<file path="src/rtl/shutter_pkg.sv">
// Shared definitions for the LCD shutter-glasses driver: state encoding,
// default timing parameters and the per-lens plate drive helper.
package shutter_pkg;

    typedef enum logic [1:0] {
        FAILSAFE = 2'd0,
        OPEN_R   = 2'd1,
        DEAD     = 2'd2,
        OPEN_L   = 2'd3
    } shutter_state_e;

    localparam int unsigned DEAD_TICKS_DEF = 1;
    localparam int unsigned POL_TICKS_DEF  = 8;
    localparam int unsigned WDOG_TICKS_DEF = 50;

    // An open lens sees no field across its plates; a closed lens sees the full swing.
    function automatic logic [1:0] lens_drive(input logic open, input logic pol);
        return open ? {pol, pol} : {pol, ~pol};
    endfunction

endpackage

</file>
<file path="src/rtl/pol_gen.sv">
// LCD drive polarity generator: flips pol every POL_TICKS ticks so the
// liquid crystal never sees a DC bias; clear holds it idle at pol=0.
module pol_gen
    import shutter_pkg::*;
#(
    parameter int unsigned POL_TICKS = POL_TICKS_DEF
) (
    input  logic clk,
    input  logic rst_n,
    input  logic tick,
    input  logic clear,
    output logic pol
);

    localparam int unsigned CW = $clog2(POL_TICKS) + 1;
    localparam logic [CW-1:0] POL_LIM = CW'(POL_TICKS);

    logic [CW-1:0] cnt_q, cnt_d;
    logic          pol_q, pol_d;

    always_comb begin
        cnt_d = cnt_q;
        pol_d = pol_q;
        if (clear) begin
            cnt_d = '0;
            pol_d = 1'b0;
        end else if (tick) begin
            if (cnt_q + CW'(1) == POL_LIM) begin
                cnt_d = '0;
                pol_d = ~pol_q;
            end else begin
                cnt_d = cnt_q + CW'(1);
            end
        end
    end

    always_ff @(posedge clk or negedge rst_n) begin
        if (!rst_n) begin
            cnt_q <= '0;
            pol_q <= 1'b0;
        end else begin
            cnt_q <= cnt_d;
            pol_q <= pol_d;
        end
    end

    assign pol = pol_q;

endmodule

</file>
<file path="src/rtl/shutter_driver.sv">
// Shutter-glasses lens driver: eye-swap FSM with dead time and registered plate drives.
// Define SHUTTER_WATCHDOG_EN to drop to FAILSAFE when no swap arrives for WDOG_TICKS ticks.
module shutter_driver
    import shutter_pkg::*;
#(
    parameter int unsigned DEAD_TICKS = DEAD_TICKS_DEF,
    parameter int unsigned POL_TICKS  = POL_TICKS_DEF,
    parameter int unsigned WDOG_TICKS = WDOG_TICKS_DEF
) (
    input  logic       clk,
    input  logic       rst_n,
    input  logic       tick,
    input  logic       l_right,
    input  logic       l_left,
    input  logic       error,
    output logic       r_a,
    output logic       r_b,
    output logic       l_a,
    output logic       l_b,
    output logic [1:0] state
);

    localparam int unsigned DW = $clog2(DEAD_TICKS) + 1;
    localparam logic [DW-1:0] DEAD_LIM = DW'(DEAD_TICKS);

    shutter_state_e state_q, state_d;
    logic [DW-1:0]  dead_q, dead_d;
    logic [3:0]     plates_q, plates_d;
    logic           pol;
    logic           pol_clear;

`ifdef SHUTTER_WATCHDOG_EN
    localparam int unsigned WW = $clog2(WDOG_TICKS) + 1;
    localparam logic [WW-1:0] WDOG_LIM = WW'(WDOG_TICKS);
    logic [WW-1:0] wdog_q, wdog_d;
`endif

    // error wins on any clk; otherwise decisions are taken only on ticks.
    always_comb begin
        state_d = state_q;
        dead_d  = dead_q;
`ifdef SHUTTER_WATCHDOG_EN
        wdog_d  = wdog_q;
`endif
        if (error) begin
            state_d = FAILSAFE;
        end else if (tick) begin
            if (state_q != FAILSAFE && l_right == l_left) begin
                state_d = FAILSAFE;
            end else begin
                case (state_q)
                    FAILSAFE: if (l_right != l_left) state_d = DEAD;
                    OPEN_R: begin
                        if (!l_right) begin
                            state_d = DEAD;
                        end
`ifdef SHUTTER_WATCHDOG_EN
                        else begin
                            wdog_d = wdog_q + WW'(1);
                            if (wdog_d == WDOG_LIM) state_d = FAILSAFE;
                        end
`endif
                    end
                    OPEN_L: begin
                        if (l_right) begin
                            state_d = DEAD;
                        end
`ifdef SHUTTER_WATCHDOG_EN
                        else begin
                            wdog_d = wdog_q + WW'(1);
                            if (wdog_d == WDOG_LIM) state_d = FAILSAFE;
                        end
`endif
                    end
                    DEAD: begin
                        if (dead_q + DW'(1) == DEAD_LIM) begin
                            state_d = l_right ? OPEN_R : OPEN_L;
                        end else begin
                            dead_d = dead_q + DW'(1);
                        end
                    end
                    default: state_d = FAILSAFE;
                endcase
            end
        end
        // Every state entry starts its tick counters from zero.
        if (state_d != state_q) begin
            dead_d = '0;
`ifdef SHUTTER_WATCHDOG_EN
            wdog_d = '0;
`endif
        end
    end

    always_comb begin
        plates_d = 4'b0000;
        case (state_q)
            OPEN_R:  plates_d = {lens_drive(1'b1, pol), lens_drive(1'b0, pol)};
            DEAD:    plates_d = {lens_drive(1'b0, pol), lens_drive(1'b0, pol)};
            OPEN_L:  plates_d = {lens_drive(1'b0, pol), lens_drive(1'b1, pol)};
            default: plates_d = 4'b0000;
        endcase
    end

    always_ff @(posedge clk or negedge rst_n) begin
        if (!rst_n) begin
            state_q  <= FAILSAFE;
            dead_q   <= '0;
            plates_q <= 4'b0000;
`ifdef SHUTTER_WATCHDOG_EN
            wdog_q   <= '0;
`endif
        end else begin
            state_q  <= state_d;
            dead_q   <= dead_d;
            plates_q <= plates_d;
`ifdef SHUTTER_WATCHDOG_EN
            wdog_q   <= wdog_d;
`endif
        end
    end

    // Hold polarity at 0 on FAILSAFE entry as well as while in it.
    assign pol_clear = (state_q == FAILSAFE) || (state_d == FAILSAFE);

    pol_gen #(
        .POL_TICKS (POL_TICKS)
    ) u_pol_gen (
        .clk   (clk),
        .rst_n (rst_n),
        .tick  (tick),
        .clear (pol_clear),
        .pol   (pol)
    );

    assign {r_a, r_b, l_a, l_b} = plates_q;
    assign state = state_q;

endmodule

</file>
<file path="config.mk">
export PLATFORM = sky130hd
export DESIGN_NAME = shutter_driver
export DESIGN_NICKNAME = d
export VERILOG_FILES = /design/src/rtl/shutter_pkg.sv /design/src/rtl/pol_gen.sv /design/src/rtl/shutter_driver.sv
export SDC_FILE = /design/constraint.sdc
export NUM_CORES = 1
export LEC_CHECK = 0
export ABC_AREA = 1
export ABC_CLOCK_PERIOD_IN_PS = 3000
export CAP_MARGIN = 5
export CORE_MARGIN = 2
export CORE_UTILIZATION = 44
export DETAILED_ROUTE_END_ITERATION = 16
export PLACE_DENSITY = 0.7
export SLEW_MARGIN = 20
export SYNTH_ARGS = -nofsm -noshare
export SYNTH_HDL_FRONTEND = slang
export SYNTH_SLANG_ARGS = --single-unit
</file>
<file path="constraint.sdc">
create_clock -name clk -period 3 [get_ports clk]
set_input_delay 0.9 -clock clk [delete_from_list [all_inputs] [get_ports clk]]
set_output_delay 0.9 -clock clk [all_outputs]
set_load 0.01 [all_outputs]
</file>
==> flow_metrics.env <==
export IMPL_status="finished, final reports clean"
export IMPL_syn_avg_cell_area_um2=7.46
export IMPL_fmax_mhz=456
export IMPL_min_period_over_period_pct=73.1
export IMPL_finalWeightedCongestion=0.755
export IMPL_switchingPower_w=0.0000733
export IMPL_synth_common_cells="22 x nand2_1, 11 x inv_1, 10 x dfrtp_1"
export IMPL_setup_worst_path_class="reg -> out"
export IMPL_synthFlopType="dfrtp_1"
export IMPL_synth_seq_area_share_pct=42.5
export IMPL_cts_repair_resized=0
export IMPL_h_tree_depth=1
export IMPL_slew_headroom_pct=68.4
export IMPL_netlist_area_leader_share_pct=42.5
export IMPL_nFillCells=127
export IMPL_final_layout_size_suffix_gt1_share_pct=10.9
export IMPL_synth_most_common_cell="nand2_1"
export IMPL_gr_total_overflow=0
export IMPL_rsz0062_at_grt="no"
export IMPL_synth_warnings=0
export IMPL_cp_depth=1
export IMPL_root_buffer="clkbuf_4"
export IMPL_clock_sinks=10
export IMPL_syn_inst=79
export IMPL_synthTopCellsByArea="dfrtp_1 42%, nand2_1 14%, inv_1 7.0%"
export IMPL_diodes=0
export IMPL_critPathCaptureType="output pin"
export IMPL_ir_drop_mv=0.276
export IMPL_drt_wirelength_per_cell_um=10.9
export IMPL_core_area_um2=1270
export IMPL_hold_viol_final=0
export IMPL_fin_crit_ns=2.19
export IMPL_hold_path_class="reg -> reg"
export IMPL_grt_pass1_vias=438
export IMPL_area_growth_syn_to_layout_pct=24.8
export IMPL_nNetsFinal=101
export IMPL_drt_pass1_iter_count=4
export IMPL_ys_types=18
export IMPL_swShare_pct=23.8
export IMPL_worstPathArrival_ns=1.29
export IMPL_cp_top_family="buffers and inverters"
export IMPL_cts_buffer_depth=2
export IMPL_grt_pass1_wl_um=1920
export IMPL_synth_edf_count=0
export IMPL_hpwlAfterDp_um=912
export IMPL_power_density_nw_per_um2=419
export IMPL_crit_path_start_kind="flop"
export IMPL_reg2regPathDepth=7
export IMPL_avgViaCountPerCell=4.66
export IMPL_die_h_um=40.6
export IMPL_die_w_um=40.6
export IMPL_syn_cell_area_um2=589
export IMPL_rows=13
export IMPL_tightest_slew_ns=0.472
export IMPL_max_stage_delay_ns=0.58
export IMPL_route_detailed_drc=0
export IMPL_wirelength_um=1170
export IMPL_skew_ns=0.00811
export IMPL_drv_cap=0
export IMPL_port_buffers=11
export IMPL_cts_tree="done"
export IMPL_antenna_found_initial=0
export IMPL_synth_seq_cells=10
export IMPL_cp_data_required_time_ns=2.10
export IMPL_num_vias=499
export IMPL_start_util_pct=46.4
export IMPL_ant_nets=0
export IMPL_p_int_w=0.000235
export IMPL_clkPwrFrac_pct=38.3
export IMPL_post_cts_buffers=0
export IMPL_cts_buffers=3
export IMPL_slowest_stage="clkdlybuf4s50_1"
export IMPL_utilization_pct=58.0
export IMPL_grt_use_total_pct=18.8
export IMPL_io_pins=12
export IMPL_final_setup_viol_count=0
export IMPL_clkTransAtPathRegs_ns=0.07
export IMPL_critPathBufInv=1
export IMPL_drtIter0Drc=11
export IMPL_async_flop_share_pct=100
export IMPL_synth_largest_area_cell="dfrtp_1"
export IMPL_power_frac_seq_pct=46.9
export IMPL_synth_fp_nets=87
export IMPL_p_leak_nw=0.363
export IMPL_worstPathCellList="clkdlybuf4s50_1"
export IMPL_clkLatencyLatePin_ns=0.27
export IMPL_grt_max_degree=11
export IMPL_pwr_share_comb_pct=14.8
export IMPL_holdPathStages=1
export IMPL_critPathMaxFanout=6
export IMPL_timing_setup_tns_ns=0
export IMPL_hold_buffers=0
export IMPL_drv_slew=0
export IMPL_die_area_um2=1650
## stage by stage
stage	power (W)	std cells	hold slack, ns	area [um^2]	setup slack (ns)
2_1_floorplan	0.000171	79	0.482	589	1.42
3_3_place_gp	0.000192	103	0.538	699	0.776
3_5_place_dp	0.000193	103	0.583	699	0.735
4_1_cts	0.000312	107	0.584	736	0.798
5_1_grt	0.000324	107	0.623	736	0.744
6_report	0.000308	107	0.584	736	0.806
## cell families (layout without fill, tap and decap cells)
family / count (synthesis) / count (layout) / synth area share (%)
buffers and inverters: 15 / 28 / 11.5
multiplexers: 1 / 1 / 1.70
AO/OA/AOI/OAI: 7 / 7 / 6.37
XOR/XNOR: 1 / 1 / 1.49
flip-flops: 10 / 10 / 42.5
adder cells (fa/ha/maj): 2 / 2 / 4.25
AND/OR/NAND/NOR: 43 / 43 / 32.3
## layout make-up
type                       instances  area, um^2  area share, %
clock buffer                       4        36.3           4.93
timing repair buffer              11         110           15.0
sequential                        10         250           34.0
inverter                          13        48.8           6.63
multi-input combinational         54         272           36.9
tap                               15        18.8           2.55
## final timing paths
path	from	endpoint	slack, ns
worst max register to register	u_pol_gen.cnt_q[0]	u_pol_gen.cnt_q[0]	1.63
max in group asynchronous	rst_n	u_pol_gen.cnt_q[2]	1.72
worst min register to register	u_pol_gen.pol	plates_q[2]	0.58
worst min-delay path	u_pol_gen.pol	plates_q[2]	0.58
min in group asynchronous	rst_n	plates_q[1]	0.95
worst max-delay path	state[0]	state[0]	0.81
## per-layer routing
metal  wire (um)  part of all wire (%)  vias to the layer above  track usage [%]
met5           0                     0                        -                0
met3          57                   4.9                        2             8.33
li1            -                     -                      270                -
met1         547                    47                      217             24.3
met4          16                   1.4                        0             5.00
met2         543                    47                       10             28.2
## sequential cells by signal, summed over array words and instances, names as in the netlist
signal,cells
u_pol_gen.cnt_q,4
state,2
u_pol_gen.pol,1
plates_q,3
## placed cells by master (no fill, tap or decap), drive strengths merged
cell type and n:
nand2 25, nand3 7, o21ai 3, xor2 1
ha 2, nand4 2, clkbuf 4, clkdlybuf4s50 11
dfrtp 10, mux2i 1, nor2 9, inv 13
a21boi 1, a21oi 3
## power groups by stage
stage / Combinational, W / Clock (W) / Sequential (W)
floorplan: 0.0000225 / 0 / 0.000149
global placement: 0.0000450 / 0 / 0.000147
detailed placement: 0.0000460 / 0 / 0.000147
CTS: 0.0000461 / 0.000121 / 0.000144
global route: 0.0000512 / 0.000127 / 0.000145
finish: 0.0000455 / 0.000118 / 0.000144
Note: power is estimated with default switching activity, not from simulation.
